### src/rtl/paddle_pkg.sv
// Shared types and helpers for the emulated paddle one-shot sequencer.
package paddle_pkg;

    typedef enum logic [1:0] {
        IDLE,
        ARM,
        COUNT,
        DONE
    } pad_state_t;

    // MODE_ABS inverts the mixer value because the core's one-shot width runs
    // opposite to the analog sense; MODE_ABS_INV passes it straight through.
    typedef enum logic [1:0] {
        MODE_DIG,
        MODE_ABS,
        MODE_ABS_INV,
        MODE_HOLD
    } pad_mode_t;

    localparam logic [7:0] POS_MAX = 8'd255;

    // One saturating step of a paddle position, done in 9 bits so the carry
    // or borrow out tells us directly whether we hit the rail.
    function automatic logic [7:0] sat_step(input logic [7:0] pos,
                                            input logic [7:0] delta,
                                            input logic       up);
        logic [8:0] wide;
        if (up) begin
            wide = {1'b0, pos} + {1'b0, delta};
            return wide[8] ? POS_MAX : wide[7:0];
        end
        wide = {1'b0, pos} - {1'b0, delta};
        return wide[8] ? 8'd0 : wide[7:0];
    endfunction

endpackage

### src/rtl/paddle_digital_pos.sv
// Digital paddle position for one player: saturating +/-delta per enabled frame.
module paddle_digital_pos
    import paddle_pkg::*;
#(
    parameter logic [7:0] POS_INIT   = 8'd114,
    parameter logic [7:0] DELTA_SLOW = 8'd4,
    parameter logic [7:0] DELTA_FAST = 8'd8
) (
    input  logic       clk_sys,
    input  logic       reset,
    input  logic       en,
    input  logic       speed,
    input  logic       left,
    input  logic       right,
    output logic [7:0] pos
);

    logic [7:0] delta;

    assign delta = speed ? DELTA_FAST : DELTA_SLOW;

    // Step once per enabled frame; left and right together cancel out.
    always_ff @(posedge clk_sys or posedge reset) begin
        if (reset) begin
            pos <= POS_INIT;
        end else if (en && (left ^ right)) begin
            // NOTE: state is always updated with <= so every register samples
            // the pre-edge values of its inputs, regardless of block order.
            pos <= sat_step(pos, delta, left);
        end
    end

endmodule

### src/rtl/paddle_input_sequencer.sv
// Paddle one-shot sequencer: per-player targets, PAD_EN_N-armed line counter,
// registered PAD_OUT that stays high until the line count reaches the target.
module paddle_input_sequencer
    import paddle_pkg::*;
#(
    parameter logic [7:0] POS_INIT   = 8'd114,
    parameter logic [7:0] DELTA_SLOW = 8'd4,
    parameter logic [7:0] DELTA_FAST = 8'd8
) (
    input  logic       clk_sys,
    input  logic       reset,
    input  logic       hsync,
    input  logic       vsync,
    input  logic       pad_en_n,
    input  logic       player2,
    input  logic       speed,
    input  logic [1:0] p1_mode,
    input  logic [1:0] p2_mode,
    input  logic       p1_left,
    input  logic       p1_right,
    input  logic       p2_left,
    input  logic       p2_right,
    input  logic [7:0] p1_abs,
    input  logic [7:0] p2_abs,
    output logic       pad_out,
    output logic [7:0] pos_lat,
    output logic       busy
);

    pad_state_t state, state_next;
    logic [7:0] cnt, cnt_next;
    logic [7:0] pos_lat_next;
    logic       pad_out_next;
    logic       hs_prev, vs_prev;
    logic       hs_rise, vs_rise;
    logic [7:0] p1_pos, p2_pos;
    pad_mode_t  act_mode;
    logic [7:0] act_abs, act_dig;
    logic [7:0] target;

    assign hs_rise = hsync & ~hs_prev;
    assign vs_rise = vsync & ~vs_prev;

    // Only the active player's digital register moves; the other one is frozen.
    paddle_digital_pos #(
        .POS_INIT   (POS_INIT),
        .DELTA_SLOW (DELTA_SLOW),
        .DELTA_FAST (DELTA_FAST)
    ) u_p1_pos (
        .clk_sys (clk_sys),
        .reset   (reset),
        .en      (vs_rise & ~player2),
        .speed   (speed),
        .left    (p1_left),
        .right   (p1_right),
        .pos     (p1_pos)
    );

    paddle_digital_pos #(
        .POS_INIT   (POS_INIT),
        .DELTA_SLOW (DELTA_SLOW),
        .DELTA_FAST (DELTA_FAST)
    ) u_p2_pos (
        .clk_sys (clk_sys),
        .reset   (reset),
        .en      (vs_rise & player2),
        .speed   (speed),
        .left    (p2_left),
        .right   (p2_right),
        .pos     (p2_pos)
    );

    assign act_mode = pad_mode_t'(player2 ? p2_mode : p1_mode);
    assign act_abs  = player2 ? p2_abs : p1_abs;
    assign act_dig  = player2 ? p2_pos : p1_pos;

    // Target for the active player, chosen by its input mode.
    always_comb begin
        // NOTE: every combinational output gets a default first, so no path
        // through the case leaves it unassigned and no latch is inferred.
        target = POS_INIT;
        case (act_mode)
            MODE_DIG:     target = act_dig;
            MODE_ABS:     target = ~act_abs;
            MODE_ABS_INV: target = act_abs;
            MODE_HOLD:    target = POS_INIT;
            default:      target = POS_INIT;
        endcase
    end

    // One-shot FSM: next state, next line count, next latched target, next PAD_OUT.
    always_comb begin
        state_next   = state;
        cnt_next     = cnt;
        pos_lat_next = pos_lat;
        case (state)
            IDLE: begin
                if (!pad_en_n) state_next = ARM;
            end
            ARM: begin
                cnt_next     = 8'd0;
                pos_lat_next = target;
                if (pad_en_n) state_next = COUNT;
            end
            COUNT: begin
                // A new trigger outranks a coincident line edge.
                if (!pad_en_n) begin
                    state_next = ARM;
                    cnt_next   = 8'd0;
                end else if (cnt == pos_lat) begin
                    state_next = DONE;
                end else if (hs_rise && (cnt != POS_MAX)) begin
                    cnt_next = cnt + 8'd1;
                end
            end
            DONE: begin
                if (!pad_en_n) state_next = ARM;
            end
            default: state_next = IDLE;
        endcase
        pad_out_next = (state_next == COUNT) && (cnt_next < pos_lat_next);
    end

    // State, counter, latched target, registered PAD_OUT and edge history.
    always_ff @(posedge clk_sys or posedge reset) begin
        if (reset) begin
            state   <= IDLE;
            cnt     <= 8'd0;
            pos_lat <= POS_INIT;
            pad_out <= 1'b0;
            hs_prev <= 1'b0;
            vs_prev <= 1'b0;
        end else begin
            state   <= state_next;
            cnt     <= cnt_next;
            pos_lat <= pos_lat_next;
            pad_out <= pad_out_next;
            hs_prev <= hsync;
            vs_prev <= vsync;
        end
    end

    assign busy = (state == COUNT);

endmodule

### config.mk
export PLATFORM = sky130hd
export DESIGN_NAME = paddle_input_sequencer
export DESIGN_NICKNAME = d
export VERILOG_FILES = /design/src/rtl/paddle_pkg.sv /design/src/rtl/paddle_digital_pos.sv /design/src/rtl/paddle_input_sequencer.sv
export SDC_FILE = /design/constraint.sdc
export NUM_CORES = 1
export LEC_CHECK = 0
export BUFFER_PORTS_ARGS = -buffer_cell sky130_fd_sc_hd__clkbuf_2
export CORE_UTILIZATION = 45
export DETAILED_ROUTE_END_ITERATION = 8
export PLACE_DENSITY = 0.72
export SLEW_MARGIN = 20
export SYNTH_ARGS = -nofsm -noshare
export SYNTH_HDL_FRONTEND = slang
export SYNTH_SLANG_ARGS = --single-unit
### constraint.sdc
create_clock -name clk_sys -period 2.8 [get_ports clk_sys]
set_input_delay 0.42 -clock clk_sys [delete_from_list [all_inputs] [get_ports clk_sys]]
set_output_delay 0.42 -clock clk_sys [all_outputs]
set_load 0.03 [all_outputs]
======== Word-level counts from Yosys, hierarchy flattened ========
Cells that the tools add are included.
storage, ports and cells
  register bits after elaboration ......... 37
  output and inout bits ................... 10
  logic and storage cells ................. 67
operators by class
  add/sub/neg operators ................... 5
  order comparisons ....................... 1
  eq/ne operators ......................... 9
  mux-type cells .......................... 27
  bitwise gates (word level) .............. 10
  reductions and logical operators ........ 7
operator list
  operator             number
  $mux 8               14
  $pmux 8 s4           1
  $add 8x8->9          2
  $sub 8x8->9          2
  $pmux 8 s2           1
  $eq 2x2->1 const B   5
  $mux 2               5
  $add 8x1->8 const B  1
  $eq 8x8->1           1
  $lt 8x8->1           1
  $ne 8x8->1 const B   1
  $not 8->8            1
  $pmux 2 s3           1
  $and 1x1->1          4
  $eq 2x1->1 const B   2
  $logic_and 1x1->1    4
  $logic_not 2->1      2
  $mux 1               4
  $mux 4               1
  $not 1->1            3
  $reduce_or 2->1      1
  $xor 1x1->1          2

======== Longest topological paths before layout ========
Gate-level depths: netlist of run 1.
  word-level depth ........................ 9
  mapped depth ............................ 14
  depth with buffers taken out ............ 13

======== Hierarchy ========
From an unflattened synthesis of run 1, not the netlist that was laid out.
second synthesis, totals
  cells, all modules ...................... 328
  area, all modules ....................... 3017.9 µm²
modules (own cells, without submodules)
  module                         times used  cells an instance  area each (µm²)  sequential area each (µm²)
  paddle_input_sequencer         1           174                1645.3           530.5
  paddle_digital_pos (u_p1_pos)  1           81                 715.7            205.2
  paddle_digital_pos (u_p2_pos)  1           73                 656.9            205.2

======== Worst setup path after synthesis of run 1 ========
Ideal clock, no wire load.
  path type ............................... reg-to-reg
  start point ............................. register cnt[0]
  end point ............................... register pad_out
  setup time .............................. 0.088 ns
  arrival ................................. 2.623 ns
  data required time ...................... 2.712 ns
  setup slack ............................. 0.088 ns
  stages on the path, launching flop included .. 13
  clock period less this slack ............ 2.712 ns
  path through ............................ dfrtp_1 > ha_1 > nand3_2 > o311a_1 > o21ai_2 > nor4b_1 > o21ai_0 > ha_1 > a21o_1 > a21o_1 > a211oi_1 > nand4b_1 > a41oi_1
on the way
  longest elaborated chain between the ends .. 8
  elaborated cells on any way between the ends .. 14
ends and longest elaborated chain
  element                                              line                           RTL
  start, declared                                      paddle_input_sequencer.sv:31   logic [7:0] cnt, cnt_next;
  start signal, assigned                               paddle_input_sequencer.sv:135  cnt <= cnt_next;
  branches (longest 3 deep; another with $add 8x1->8)  n/a
  $mux 8 (*)                                           paddle_input_sequencer.sv:110  end else if (cnt == pos_lat) begin
  $mux 8 (*)                                           paddle_input_sequencer.sv:107  if (!pad_en_n) begin
  $pmux 8 s2 (*)                                       paddle_input_sequencer.sv:96   case (state)
  net cnt_next[5]                                      paddle_input_sequencer.sv:31
  $lt 8x8->1 (*)                                       paddle_input_sequencer.sv:121  pad_out_next = (state_next == COUNT) && (cnt_next < pos_lat_next);
  $logic_and 1x1->1 (*)                                paddle_input_sequencer.sv:121
  net pad_out_next                                     paddle_input_sequencer.sv:33   logic pad_out_next;
  end signal, assigned                                 paddle_input_sequencer.sv:137  pad_out <= pad_out_next;
  end, declared                                        paddle_input_sequencer.sv:25   output logic pad_out,
Mark *: on every way through the listed nets, which the timed path passes.
A chain may end at the register's enable or synchronous reset.

======== Worst setup path after layout of run 1 ========
  start point ............................. register cnt[1]
  end point ............................... register pad_out
Same word-level chain as after synthesis.

==> results.cfg, run 1 <==
[synthesis]
yosys-top-cells-count = 30 x nand2_1, 27 x inv_1, 27 x nor2_1
syn_inst = 335
syn_avg_cell_area_um2 = 8.95
yosysSeqAreaShare_pct = 31.4
yosysMostFrequentCell = nand2_1
yosysTopAreaCell = dfrtp_1
synth_cell_types = 63
async_flop_share_pct = 100
ys_warn_count = 0
synth_top_area_share_pct = 20.9
ys.flop_type = dfrtp_1
synth_area_leaders = dfrtp_1 21%, dfstp_2 11%, ha_1 7.9%
syn_area_um2 = 3000
syn_nets = 389
ys_ff_latch = 37
synth_edf_count = 0

[critical_path]
worst_setup_path_end_kind = flip-flop
cp.arrival_ps = 3040
critPathRequiredTime_ps = 3010
start_kind = flip-flop
cp_max_fo = 8
timing_worst_setup_path_type = flip-flop to flip-flop

[power_and_ir_drop]
power_density_nw_per_um2 = 797
combinationalPowerShare_pct = 52.4
switchingPower_mw = 1.26
clkPwrFrac_pct = 13.2
p_leak_nw = 1.63
ir_drop_v = 0.000458
power_mw = 2.85
p_sw_share_pct = 44.1
seqPwrFrac_pct = 34.4
p_int_mw = 1.59

[floorplan]
dieArea_um2 = 6990
core_region_area_um2 = 6390
die_w_um = 83.6
rows = 29
start_util_pct = 47.0
die_h_um = 83.6
ioPinCount = 41

[cts]
root_buffer = clkbuf_8
clkSinkCount = 37
cts_max_level = 2
clock_latency_ps = 290
numCtsBuffers = 5
clk_path_buf_depth = 2
postCtsHoldBufs = 0
clkSlewWorstSetupHoldPaths_ps = 70
tritoncts = built

[routing]
routed.top_layer = met4
post_drt_wl_per_cell_um = 16.3
drt_first_pass_iters = 4
drt_wl_total_um = 7540
viasPerCell = 5.89
drc = 0
drt-met1-wl_um = 3500
wl_met2_um = 3390
dr_wl_met3_um = 507
drtIter0Drc = 179
drt.antenna.violating_nets = 0
num_vias = 2733

[place]
place_ws_ps = -34.8
placed_cell_area_um2 = 3330
numPortBuffers = 40
gp_congestion = 0.887
place_hpwl_um = 5560

[grt]
grt_pass1_wl_um = 12100
grt_pass1_vias = 2477
gr-usage-all-layers_pct = 21.4
overflow = 0
grt_max_degree = 23
antenna_found_initial = 0

[sta]
finalMaxSlewViolations = 0
finalCriticalPeriod_ps = 2830
clock_skew_ps = 7.62
period_share_pct = 101
hold_violations = 0
setup_violations = 1
tightest_slew_ps = 845
fin_tns_setup_ps = -33.6
maxSlewHeadroom_pct = 43.6
fmax_ghz = 0.353
fin_ws_ps = -33.6

[job]
cap_violations = 0

[finish]
drive_gt1_share_pct = 31.0
final_area_um2 = 3570
final_util_pct = 56.0
fin_nets = 441
syn_to_final_growth_pct = 19.1
n_antenna_cell = 0

[status]
violations = negative setup slack
status = finished with violations

[min_path]
hp-class = input port to flip-flop
[through the flow]
stage                     instances  hold slack (ps)
after floorplan                 335              443
after global placement          454              462
after detailed placement        454              481
after CTS                       461              253
after global routing            464              261
final                           464              260
[cells in the final DEF (no fill, tap or decap), types with 3 or more instances in the layout]
cell type,n
clkbuf_8,6
xor2_1,3
fa_1,4
xnor2_1,10
o21ai_0,22
o221ai_1,7
dfstp_2,12
mux2_2,7
nor2_1,25
a21oi_1,15
nor2b_1,5
inv_1,27
nor2_2,4
nand4_1,6
clkbuf_2,40
mux2i_1,13
buf_4,17
o21a_1,6
a31oi_1,4
o21ai_1,3
a211oi_1,4
dfrtp_1,23
nand2_1,30
nor3b_1,4
a21o_1,7
nand3_1,7
ha_1,15
[area by class of cell]
type | count | area, µm²
Fill cell | 545 | 2810
Multi-Input combinational cell | 256 | 1980
Sequential cell | 37 | 943
Timing Repair Buffer | 60 | 370
Inverter | 27 | 101
Tap cell | 77 | 96.3
Clock buffer | 7 | 86.3
[cells by family after synthesis]
logic type / after synthesis / share of synthesized area, %
XOR/XNOR: 15 / 4.38
buffers and inverters: 42 / 7.05
flip-flops: 37 / 31.4
AND/OR/NAND/NOR: 105 / 18.4
AO/OA/AOI/OAI: 91 / 19.9
multiplexers: 22 / 8.22
adder cells (fa/ha/maj): 23 / 10.6
[per-layer routing]
layer / GRT usage, % / vias to the layer above
li1: - / 1303
met1: 31.1 / 1310
met2: 32.0 / 105
met3: 3.76 / 15
met4: 7.24 / 0
met5: 0 / -
[worst paths after layout]
path	start	endpoint	slack [ps]	depth (start not counted)
max in group asynchronous	reset	pos_lat[4]	1810	3
worst min register to register	u_p2_pos.pos[1]	u_p2_pos.pos[1]	500	2
worst min-delay path	vsync	vs_prev	260	1
worst max register to register	cnt[1]	pad_out	-30	13
min in group asynchronous	reset	u_p1_pos.pos[7]	270	2
worst max-delay path	cnt[1]	pad_out	-30	13
[power by group through the flow]
stage          Clock [mW]  Combinational, mW  Sequential (mW)
2_1_floorplan           0              0.944            0.982
3_3_place_gp            0               1.31            0.969
3_5_place_dp            0               1.33            0.974
4_1_cts             0.386               1.35            0.964
5_1_grt             0.406               1.64             1.01
6_report            0.376               1.49            0.979
[state kept, by name, indices dropped and copies added, names as in the netlist]
signal / flops
hs_prev: 1
u_p1_pos.pos: 8
state: 2
u_p2_pos.pos: 8
pos_lat: 8
vs_prev: 1
pad_out: 1
cnt: 8
[critical path, cell delays in order (launching register included)]
cell,delay (ps)
dfrtp_1,380
buf_4,160
xnor2_1,220
nand4_1,200
o21ai_2,250
buf_6,180
nor3_1,70
a22o_1,270
ha_2,180
a21o_1,140
a21o_1,180
a211oi_2,200
nand4b_1,140
a41oi_2,180
[timing repair]
item / 4_1_cts / 5_1_grt
resized for setup: 3 / 25
setup buffers: 0 / 3
pin swaps: 0 / 16
setup endpoints to repair: 1 / 1
hold endpoints to repair: 0 / 0
Note: power is estimated with default switching activity, not from simulation.
==> inputs of run 2 (changes only) <==
Settings changed: MAX_ROUTING_LAYER set to met4.
==> run 2 against run 1 <==
The flow still finishes with violations (negative setup slack). Non-clock buffer count unchanged. Cell count stayed put. First-iteration DRC count decreased by 11%. Final area unchanged. Register-to-register slack about the same. Largest cell class unchanged.
==> results.cfg, run 2 (same netlist as run 1, synthesis figures left out) <==
[finish]
fin_nets = 441
syn_to_final_growth_pct = 19.1
layout_common_cells = 40 x clkbuf_2, 30 x nand2_1, 27 x inv_1, 25 x nor2_1, 23 x dfrtp_1
seq_area_um2 = 943
layout_commonest_cell = clkbuf_2
drive_gt1_share_pct = 31.0
fillers = 545
multiInputGateArea_um2 = 1980
n_antenna_cell = 0

[critical_path]
r2r_end = pad_out
timing_worst_setup_path_type = flip-flop to flip-flop
worst_setup_path_end_kind = flip-flop
max_stage_delay_ps = 380
ff2ff_setup_slack_ps = -20
cp_max_fo = 8
cp.arrival_ps = 3030
crit_top_cell = a21o_1
r2r_start = cnt[1]
start_kind = flip-flop
crit_slowest_cell = dfrtp_1
critical_path_buf_inv_count = 2
cp_top_family = compound AO/OA/AOI/OAI gates
crit_path_cell_trace = buf_4 > xnor2_1 > nand4_1 > o21ai_2 > buf_6 > nor3_1 > a22o_1 > ha_2 > a21o_1 > a21o_1 > a211oi_2 > nand4b_1 > a41oi_2
critPathRequiredTime_ps = 3000
reg2reg_depth = 13

[sta]
clock_skew_ps = 6.85
fin_tns_setup_ps = -24.8
finalCriticalPeriod_ps = 2820
period_share_pct = 101
holdWs_ps = 261
setup_violations = 1
fin_ws_ps = -24.8
finalMaxSlewViolations = 0
hold_violations = 0
fmax_ghz = 0.354
tightest_slew_ps = 849
maxSlewHeadroom_pct = 43.3

[routing]
drt_first_pass_iters = 4
post_drt_wl_per_cell_um = 16.2
wl_met2_um = 3400
drt-met1-wl_um = 3600
drc = 0
dr_wl_met3_um = 425
drtIter0Drc = 159
routed.top_layer = met4
viasPerCell = 5.80
drt.antenna.violating_nets = 0
num_vias = 2693
drt_wl_total_um = 7530

[floorplan]
ioPinCount = 41
rows = 29
die_h_um = 83.6
core_region_area_um2 = 6390
dieArea_um2 = 6990
start_util_pct = 47.0
die_w_um = 83.6

[cts]
numCtsBuffers = 5
tritoncts = built
root_buffer = clkbuf_8
clkSinkCount = 37
clock_latency_ps = 290
clkSlewWorstSetupHoldPaths_ps = 70
cts_max_level = 2
clk_path_buf_depth = 2

[status]
status = finished with violations
violations = negative setup slack

[min_path]
min_to = vs_prev
hp-class = input port to flip-flop
whs_path_depth = 1
hp-start = vsync

[power_and_ir_drop]
power_density_nw_per_um2 = 796
ir_drop_v = 0.000451
p_leak_nw = 1.63

[place]
numPortBuffers = 40
gp_congestion = 0.902
place_hpwl_um = 5560

[job]
cap_violations = 0

[grt]
antenna_found_initial = 0
grt_max_degree = 23
gr-usage-all-layers_pct = 22.1
overflow = 0
grt_pass1_wl_um = 12100
grt_pass1_vias = 2469
## run 2: worst max-delay path by stage
stage | to | cells past startpoint | start
2_1_floorplan | pad_out | 12 | cnt[0]
3_3_place_gp | pad_out | 13 | cnt[0]
3_5_place_dp | pad_out | 10 | state[0]
4_1_cts | pad_out | 13 | cnt[0]
5_1_grt | pad_out | 14 | cnt[1]
6_report | pad_out | 13 | cnt[1]
## run 2: power by group
group / internal, mW / switching [mW]
sequential: 0.734 / 0.245
clock: 0.195 / 0.182
combinational: 0.661 / 0.828
## run 2: metrics by stage
step	cell area, µm²	util, %	setup WS, ps	instances	power (mW)
4_1_cts	3430	53.7	2.27	461	2.70
5_1_grt	3570	56.0	-143	464	3.05
3_3_place_gp	3330	52.1	66.6	454	2.28
2_1_floorplan	3000	-	88.5	335	1.93
3_5_place_dp	3330	52.1	-34.8	454	2.31
6_report	3570	56.0	-24.8	464	2.85
## run 2: metal layers
metal,track usage (%),up-vias
li1,-,1302
met1,31.5,1299
met2,32.0,81
met3,3.46,11
met4,7.24,0
met5,-,-
## run 2: repair_timing
action | in CTS | in global routing
gates resized for setup | 3 | 25
pin swaps | 0 | 16
gates cloned | 0 | 0
hold buffers | 0 | 0
setup buffers | 0 | 3
endpoints found under the setup margin | 1 | 1
## run 2: layout make-up
class	count	area share [%]
inverter	27	2.84
sequential	37	26.4
clock buffer	7	2.42
timing repair buffer	60	10.4
tap	77	2.70
multi-input combinational	256	55.3
